**src/rtl/seg_scan_display_if.sv**
```systemverilog
// Bundle between the clock datapath and the multiplexed 7-segment scan driver.
// The datapath side drives the digit/mask inputs; the driver returns the pin-level AN/C/DP lines.
interface seg_scan_display_if #(
  parameter int N_DIG = 8
);
  logic [4*N_DIG-1:0] iD;
  logic [N_DIG-1:0]   DOT;
  logic [N_DIG-1:0]   BLANK;
  logic [N_DIG-1:0]   BLINK;
  logic               LZB;
  logic [N_DIG-1:0]   AN;
  logic [6:0]         C;
  logic               DP;
  logic               SCAN_TICK;

  modport master (
    output iD, DOT, BLANK, BLINK, LZB,
    input  AN, C, DP, SCAN_TICK
  );

  modport slave (
    input  iD, DOT, BLANK, BLINK, LZB,
    output AN, C, DP, SCAN_TICK
  );
endinterface

```
**src/rtl/seg_scan_display.sv**
```systemverilog
// Multiplexed 7-segment scan driver: one digit per slot, guard-band anti-ghosting,
// blinking, leading-zero blanking and a shadow copy of the inputs taken once per frame.
module seg_scan_display #(
  parameter int N_DIG          = 8,
  parameter int SCAN_DIV       = 1000,
  parameter int GUARD          = 2,
  parameter int BLINK_DIV      = 250,
  parameter bit AN_ACTIVE_LOW  = 1'b1,
  parameter bit SEG_ACTIVE_LOW = 1'b1
) (
  input  logic                CP_1MHz,
  input  logic                nCLR,
  seg_scan_display_if.slave   bus
);

  localparam int CNT_W = $clog2(SCAN_DIV);
  localparam int IDX_W = (N_DIG > 1) ? $clog2(N_DIG) : 1;
  localparam int BLK_W = (BLINK_DIV > 1) ? $clog2(BLINK_DIV) : 1;

  localparam logic [CNT_W-1:0] CNT_LAST = CNT_W'(SCAN_DIV - 1);
  localparam logic [IDX_W-1:0] IDX_LAST = IDX_W'(N_DIG - 1);
  localparam logic [BLK_W-1:0] BLK_LAST = BLK_W'(BLINK_DIV - 1);

  // XOR masks that turn active-high internal values into pin polarity.
  localparam logic [N_DIG-1:0] AN_POL  = {N_DIG{AN_ACTIVE_LOW}};
  localparam logic [6:0]       SEG_POL = {7{SEG_ACTIVE_LOW}};

  function automatic logic [6:0] hex_font(input logic [3:0] v);
    logic [6:0] f;
    unique case (v)
      4'h0: f = 7'h3F;
      4'h1: f = 7'h06;
      4'h2: f = 7'h5B;
      4'h3: f = 7'h4F;
      4'h4: f = 7'h66;
      4'h5: f = 7'h6D;
      4'h6: f = 7'h7D;
      4'h7: f = 7'h07;
      4'h8: f = 7'h7F;
      4'h9: f = 7'h6F;
      4'hA: f = 7'h77;
      4'hB: f = 7'h7C;
      4'hC: f = 7'h39;
      4'hD: f = 7'h5E;
      4'hE: f = 7'h79;
      default: f = 7'h71;
    endcase
    return f;
  endfunction

  // Scan state
  logic [CNT_W-1:0] cnt;
  logic [IDX_W-1:0] idx;
  logic [BLK_W-1:0] blink_cnt;
  logic             blink_phase;
  logic             tick;
  logic             frame_end;

  // Frame shadow of the inputs
  logic [3:0]       sh_nib [N_DIG];
  logic [N_DIG-1:0] sh_dot;
  logic [N_DIG-1:0] sh_blank;
  logic [N_DIG-1:0] sh_blink;
  logic             sh_lzb;

  // Per-slot decode
  logic [N_DIG-1:0] lead_zero;
  logic             zero_run;
  logic             in_guard;
  logic             en;
  logic             seg_on;
  logic             dp_on;
  logic [N_DIG-1:0] an_act;
  logic [6:0]       c_act;
  logic             dp_act;

  assign tick      = (cnt == CNT_LAST);
  assign frame_end = tick && (idx == IDX_LAST);

  // NOTE: all registers use non-blocking assignments so each one samples pre-edge values,
  // independent of the order of statements or blocks.
  always_ff @(posedge CP_1MHz or negedge nCLR) begin
    if (!nCLR) begin
      cnt         <= '0;
      idx         <= '0;
      blink_cnt   <= '0;
      blink_phase <= 1'b0;
    end else begin
      cnt <= tick ? '0 : cnt + 1'b1;
      if (tick) begin
        idx <= (idx == IDX_LAST) ? '0 : idx + 1'b1;
        if (blink_cnt == BLK_LAST) begin
          blink_cnt   <= '0;
          blink_phase <= ~blink_phase;
        end else begin
          blink_cnt <= blink_cnt + 1'b1;
        end
      end
    end
  end

  // Inputs are captured only at the slot boundary that starts a new frame, so a
  // value changed mid-frame never shows as a mix of old and new digits.
  // NOTE: the shadow array is reset element by element because the first frame after
  // reset must display a defined all-zero value, not whatever the flops powered up to.
  always_ff @(posedge CP_1MHz or negedge nCLR) begin
    if (!nCLR) begin
      for (int i = 0; i < N_DIG; i++) sh_nib[i] <= 4'h0;
      sh_dot   <= '0;
      sh_blank <= '0;
      sh_blink <= '0;
      sh_lzb   <= 1'b0;
    end else if (frame_end) begin
      for (int i = 0; i < N_DIG; i++) sh_nib[i] <= bus.iD[4*i +: 4];
      sh_dot   <= bus.DOT;
      sh_blank <= bus.BLANK;
      sh_blink <= bus.BLINK;
      sh_lzb   <= bus.LZB;
    end
  end

  // Digit i>0 is a leading zero when it and every digit to its left are zero.
  // NOTE: every always_comb output gets a default before any conditional logic,
  // so no path leaves a value held and no latch is inferred.
  always_comb begin
    lead_zero = '0;
    zero_run  = 1'b1;
    for (int i = N_DIG - 1; i > 0; i--) begin
      zero_run     = zero_run && (sh_nib[i] == 4'h0);
      lead_zero[i] = zero_run;
    end
  end

  always_comb begin
    in_guard = (int'(cnt) < GUARD);
    en       = !sh_blank[idx] && !(sh_blink[idx] && blink_phase);
    seg_on   = en && !(sh_lzb && lead_zero[idx]);
    dp_on    = en && sh_dot[idx];
    an_act   = '0;
    c_act    = 7'h00;
    dp_act   = 1'b0;
    if (!in_guard) begin
      an_act = N_DIG'(1) << idx;
      c_act  = seg_on ? hex_font(sh_nib[idx]) : 7'h00;
      dp_act = dp_on;
    end
  end

  // Registered pin drive; polarity is folded in on the final stage.
  always_ff @(posedge CP_1MHz or negedge nCLR) begin
    if (!nCLR) begin
      bus.AN        <= AN_POL;
      bus.C         <= SEG_POL;
      bus.DP        <= SEG_ACTIVE_LOW;
      bus.SCAN_TICK <= 1'b0;
    end else begin
      bus.AN        <= an_act ^ AN_POL;
      bus.C         <= c_act ^ SEG_POL;
      bus.DP        <= dp_act ^ SEG_ACTIVE_LOW;
      bus.SCAN_TICK <= tick;
    end
  end

endmodule

```
**src/flat_wrapper.sv**
```systemverilog
// flat-port wrapper written by rule: the top's interface ports become plain ports
module seg_scan_display_flat 
#(
  parameter int N_DIG          = 8,
  parameter int SCAN_DIV       = 1000,
  parameter int GUARD          = 2,
  parameter int BLINK_DIV      = 250,
  parameter bit AN_ACTIVE_LOW  = 1'b1,
  parameter bit SEG_ACTIVE_LOW = 1'b1
)
  (CP_1MHz, nCLR, bus_iD, bus_DOT, bus_BLANK, bus_BLINK, bus_LZB, bus_AN, bus_C, bus_DP, bus_SCAN_TICK);
  seg_scan_display_if #(.N_DIG(N_DIG)) bus_i ();
  input  logic CP_1MHz;
  input  logic nCLR;
  input wire logic [$bits(bus_i.iD)-1:0] bus_iD;
  input wire logic [$bits(bus_i.DOT)-1:0] bus_DOT;
  input wire logic [$bits(bus_i.BLANK)-1:0] bus_BLANK;
  input wire logic [$bits(bus_i.BLINK)-1:0] bus_BLINK;
  input wire logic [$bits(bus_i.LZB)-1:0] bus_LZB;
  output wire logic [$bits(bus_i.AN)-1:0] bus_AN;
  output wire logic [$bits(bus_i.C)-1:0] bus_C;
  output wire logic [$bits(bus_i.DP)-1:0] bus_DP;
  output wire logic [$bits(bus_i.SCAN_TICK)-1:0] bus_SCAN_TICK;
  assign bus_i.iD = bus_iD;
  assign bus_i.DOT = bus_DOT;
  assign bus_i.BLANK = bus_BLANK;
  assign bus_i.BLINK = bus_BLINK;
  assign bus_i.LZB = bus_LZB;
  assign bus_AN = bus_i.AN;
  assign bus_C = bus_i.C;
  assign bus_DP = bus_i.DP;
  assign bus_SCAN_TICK = bus_i.SCAN_TICK;
  seg_scan_display #(.N_DIG(N_DIG), .SCAN_DIV(SCAN_DIV), .GUARD(GUARD), .BLINK_DIV(BLINK_DIV), .AN_ACTIVE_LOW(AN_ACTIVE_LOW), .SEG_ACTIVE_LOW(SEG_ACTIVE_LOW)) u_core (.CP_1MHz(CP_1MHz), .nCLR(nCLR), .bus(bus_i));
endmodule
```
**config.mk**
```make
export PLATFORM = sky130hd
export DESIGN_NAME = seg_scan_display_flat
export DESIGN_NICKNAME = d
export VERILOG_FILES = /design/src/rtl/seg_scan_display_if.sv /design/src/rtl/seg_scan_display.sv /design/src/flat_wrapper.sv
export SDC_FILE = /design/constraint.sdc
export NUM_CORES = 1
export LEC_CHECK = 0
export BUFFER_PORTS_ARGS = -buffer_cell sky130_fd_sc_hd__buf_2
export CORE_MARGIN = 2
export CORE_UTILIZATION = 55
export DETAILED_ROUTE_END_ITERATION = 10
export PLACE_DENSITY = 0.75
export REMOVE_ABC_BUFFERS = 1
export SYNTH_ARGS = -nofsm -noshare
export SYNTH_HDL_FRONTEND = slang
export SYNTH_SLANG_ARGS = --single-unit
```
**constraint.sdc**
```tcl
create_clock -name CP_1MHz -period 6.6 [get_ports CP_1MHz]
set_clock_uncertainty 0.1 [all_clocks]
set_input_delay 0.33 -clock CP_1MHz [delete_from_list [all_inputs] [get_ports CP_1MHz]]
set_output_delay 0.33 -clock CP_1MHz [all_outputs]
set_load 0.02 [all_outputs]
```
# Word level (Yosys, flattened, before mapping)
# Memory sizes are Yosys's and may differ from the RTL's.
# Index checks and enable logic that the tools add are counted.
word_totals:
  reg_bits: 96
  rom_bits: 112
  output_inout_bits: 17
  n_memories: 1
  word_cells: 77
  input_bits: 59
mem_list:
  columns: ["name", "depth", "word_bits", "rd", "rd_clocked_by_memory_dff", "write_ports", "line", "text"]
  rows:
  - ["(no name shown)", 16, 7, 1, 0, 0, "seg_scan_display.sv:30", "unique case (v)"]
op_classes:
  bitwise_logic: 5
  reduce_logical: 23
  eq_ne: 3
  n_addsub: 3
  shift: 1
  order_cmp: 3
  n_mux: 18
ops:
  columns: ["cell", "count"]
  rows:
  - ["$logic_not 4->1", 7]
  - ["$mux 8", 2]
  - ["$mux 7", 2]
  - ["$bmux 1 s3", 4]
  - ["$bmux 4 s3", 1]
  - ["$logic_and 1x1->1", 12]
  - ["$add 10x1->10 const B", 1]
  - ["$eq 10x10->1 const B", 1]
  - ["$lt 10x2->1 const B", 1]
  - ["$mux 10", 1]
  - ["$add 8x1->8 const B", 1]
  - ["$eq 8x8->1 const B", 1]
  - ["$mux 4", 2]
  - ["$not 8->8", 1]
  - ["$shl 1x3->8 const A", 1]
  - ["$not 7->7", 1]
  - ["$mux 1", 5]
  - ["$ge 4x4->1 const B", 1]
  - ["$lt 3x4->1 const B", 1]
  - ["$not 3->4", 1]
  - ["$add 3x1->3 const B", 1]
  - ["$eq 3x3->1 const B", 1]
  - ["$logic_not 1->1", 3]
  - ["$mux 3", 1]
  - ["other kinds (2)", 3]

# Longest topological paths before layout
logic_depth:
  ltp_word: 15
  depth_mapped: 10
  ltp_nobuf: 8

# Worst setup path after synthesis
# Ideal clock, no wire load.
synth_path:
  kind: "reg2reg"
  from: "register u_core.idx[0]"
  to: "register u_core.bus.C[6]"
  setup_slack_ns: 4.181
  period_less_slack_ns: 2.419
  setup_time_ns: 0.102
  arrival_time_ns: 2.217
  required_ns: 6.398
  path_buffers: 1
  path_stages_with_launch: 9
  path_cell_list: "dfrtp_1 > buf_6 > mux4_1 > mux2i_1 > inv_1 > ha_1 > mux2_2 > a22oi_1 > nand3_1"
synth_between:
  elab_chain_cells: 9
  word_cells_on_any_way: 21
  classes_between: "mux (11); bitwise (2); reduce/logical (7); memory (1)"
synth_lines:
  columns: ["item", "line", "text"]
  rows:
  - ["from (decl)", "seg_scan_display.sv:53", "logic [IDX_W-1:0] idx;"]
  - ["from (signal assigned)", "seg_scan_display.sv:91", "idx <= (idx == IDX_LAST) ? '0 : idx + 1'b1;"]
  - ["parallel branches: the longest is 6 deep, another holds $mem_v2 16x7", null, null]
  - ["$mux 7 *", "seg_scan_display.sv:144", "c_act = seg_on ? hex_font(sh_nib[idx]) : 7'h00;"]
  - ["$mux 7 *", "seg_scan_display.sv:142", "if (!in_guard) begin"]
  - ["$not 7->7 (no source line) *", null, null]
  - ["to (signal assigned)", "seg_scan_display.sv:158", "bus.C <= c_act ^ SEG_POL;"]
  - ["to (decl)", "seg_scan_display_if.sv:23", "output AN, C, DP, SCAN_TICK"]
# Mark *: on every way between the ends. The select of a mux whose other input is x is not followed.
# A chain may end at the register's enable or synchronous reset.

# Final worst setup path
layout_path:
  from: "register u_core.idx[0]"
  to: "register u_core.bus.C[3]"
# The elaborated chain is that of the path after synthesis.

==> reports/results.txt <==
H-tree levels - 3
Vias - 3125
Fraction of layout cells with a size suffix above 1 - 39.9%
Cells after synthesis - 359
CP Class - reg2reg
Post-synth ARST share - 100%
CTS tree - built
Placed cell area - 5120 um2
Area contributors post-synth - dfrtp_1, mux2_2, dfstp_2
Status - completed
Least-Margin Pin Slew - 920 ps
Yosys warns - 0
Post-synthesis sequential area ratio - 51.5%
Fmax - 312 MHz
Filler instances - 660
Tcrit/Tclk final - 48.5%
Worst path max stage delay - 960 ps
Count of different cell masters after synthesis - 52
Unrepaired setup endpoints after global routing - no
Mapped cell area - 4710 um2
Vias per cell - 5.74
Leakage power total - 2.61 nW
TritonCTS Buffers - 9
Top cell by count, worst path - mux2i_1
Most frequent cells in the layout - dfrtp_1, buf_2, mux2_2, nor2_1, nand3_1
Hold depth - 2
Mapped Avg Cell Area - 13.1 um2
DR WL/cell - 16.4 um
Critical path endpoint category - register
Die span in y - 96.5 um
GP Congestion - 0.820
Maxcap violations - 0
Dpl cells - 527
Largest net degree at the start of global routing - 64
Setup TNS - 0 ps
Final Slew Violations - 0
I/O Pins - 76
Max FO, Critical Path - 23
Worst rel slew slack - 38.7%
Design Area, Final - 5310 um2
Drt first pass iters - 4
Post_cts resized - 0
Worst-path clk slew - 90 ps
Final setup viols - 0
Grt ovf - 0
Iter 0 DRT Violations - 113
Critical path buffer and inverter count - 1
Clock tree sinks - 96
Worst path depth - 7
Tmin final - 3200 ps
Max VDD drop - 0.109 mV
Clock buffer depth - 2
Power Density - 184 nW/um2
Worst path slowest cell - dfrtp_1
Antenna cells - 0
Clk Latency, worst-skew pair - 370 ps
Overall Global Routing Usage - 21.4%
Post-CTS Repair Setup Buffers - 0
Most common cell after layout, fill and taps aside - dfrtp_1
Yosys reg bits - 96
Cells along the critical path - mux4_1 > mux2i_1 > inv_1 > ha_1 > mux2_2 > mux2i_1 > nand3_1
Hold Fails Final Rpt - 0
First-pass GRT wire length - 15200 um
Hold Path Class - in2reg
Initial antenna violation count - 0
Synth Flop Type - dfrtp_1
Final WL - 8900 um
Number of synthesized flops with an enable pin - 0
Largest area contributor in the netlist - dfrtp_1
Die ar. - 9310 um2
Area growth syn-to-layout - 12.8%
Row count - 33
Final net count - 508
Initial Utilization - 57.0%
Worst EP arrival - 3370 ps
Non-filler cells, final - 544
R2r worst-path depth - 7
Critical Path Source Type - register
Antenna Nets Post-Route - 0
Vias in the first global route - 3098
Area of the core - 8260 um2
Worst endpoint required time - 6760 ps
Hold buffers post-CTS - 1
Post-DP HPWL - 6400 um
Port-buffer cells - 75
Post-synth top area share - 42.5%
Root buffer cell - clkbuf_8
Die width - 96.5 um
Critical path's top delay family - multiplexers
DRC Markers - 0
cell type report:
class / instances / area, um2 / area share (%)
inverters: 10 / 37.5 / 0.707
repair buffers: 79 / 410 / 7.73
clock buffers: 11 / 141 / 2.66
clock inverters: 5 / 41.3 / 0.778
well taps: 105 / 131 / 2.47
multi-input cells: 238 / 2120 / 40.0
flip-flops and latches: 96 / 2420 / 45.6
cell usage after synthesis, drive strengths merged (11+ instances only):
master / n
nand3: 18
dfrtp: 80
nor2: 20
ha: 15
nand2: 14
a21oi: 12
o21ai: 12
mux4: 12
buf: 11
mux2: 61
dfstp: 16
flip-flops by register name (all words and copies together), names as in the netlist:
signal and flops:
u_core.sh_blink 8, u_core.bus.AN 8, u_core.sh_blank 8, u_core.blink_phase 1, u_core.blink_cnt 8, u_core.bus.DP 1
u_core.sh_lzb 1, u_core.sh_dot 8, u_core.bus.C 7, u_core.sh_nib 32, u_core.bus.SCAN_TICK 1, u_core.cnt 10
u_core.idx 3
report_power, final:
group / switching (mW) / total, mW / internal [mW]
sequential: 0 / 0.588 / 0.588
clock: 0.210 / 0.360 / 0.150
combinational: 0.0157 / 0.0287 / 0.0130
worst register-to-register path, cell delays in order (launching register included):
cell	delay, ps
dfrtp_1	960
mux4_1	650
mux2i_1	440
inv_1	170
ha_1	250
mux2_2	280
mux2i_1	150
nand3_1	100
metrics by stage:
step                power (mW)  setup WS (ps)  hold WS [ps]  utilization [%]
floorplan                0.600           3790         -65.6                -
global placement         0.628           3680           195             62.0
detailed placement       0.629           3530           198             62.0
CTS                      0.983           3450          68.4             64.3
global route              1.02           3190          65.9             64.3
finish                   0.977           3400          75.3             64.3
per-layer routing:
| metal | up-vias | part of all wire, % | wire, um | track usage [%] |
|---|---|---|---|---|
| met1 | 1553 | 46 | 4060 | 29.5 |
| met5 | - | 0 | 0 | 0 |
| met2 | 90 | 47 | 4190 | 34.0 |
| li1 | 1473 | - | - | - |
| met3 | 9 | 6.0 | 537 | 4.65 |
| met4 | 0 | 1.3 | 114 | 7.51 |
logic make-up (layout without fill, tap and decap cells):
kind of cell | Yosys count | after routing | share of synthesized area [%]
flops | 96 | 96 | 51.5
simple gates | 92 | 92 | 10.5
mux | 81 | 81 | 23.5
compound gates | 44 | 44 | 6.04
buf+inv | 25 | 105 | 3.38
fa+ha+maj | 15 | 15 | 3.99
xor+xnor | 6 | 6 | 1.12
worst paths after layout:
kind / slack [ps] / from / end
min in group asynchronous: 330 / nCLR / u_core.blink_cnt[4]
hold reg to reg: 390 / u_core.sh_dot[4] / u_core.sh_dot[4]
hold / removal: 80 / bus_BLANK[7] / u_core.sh_blank[7]
setup reg to reg: 3400 / u_core.idx[0] / u_core.bus.C[3]
max in group asynchronous: 4960 / nCLR / u_core.sh_nib[17]
setup / recovery: 3400 / u_core.idx[0] / u_core.bus.C[3]
Power figures use the tool's default switching activity.
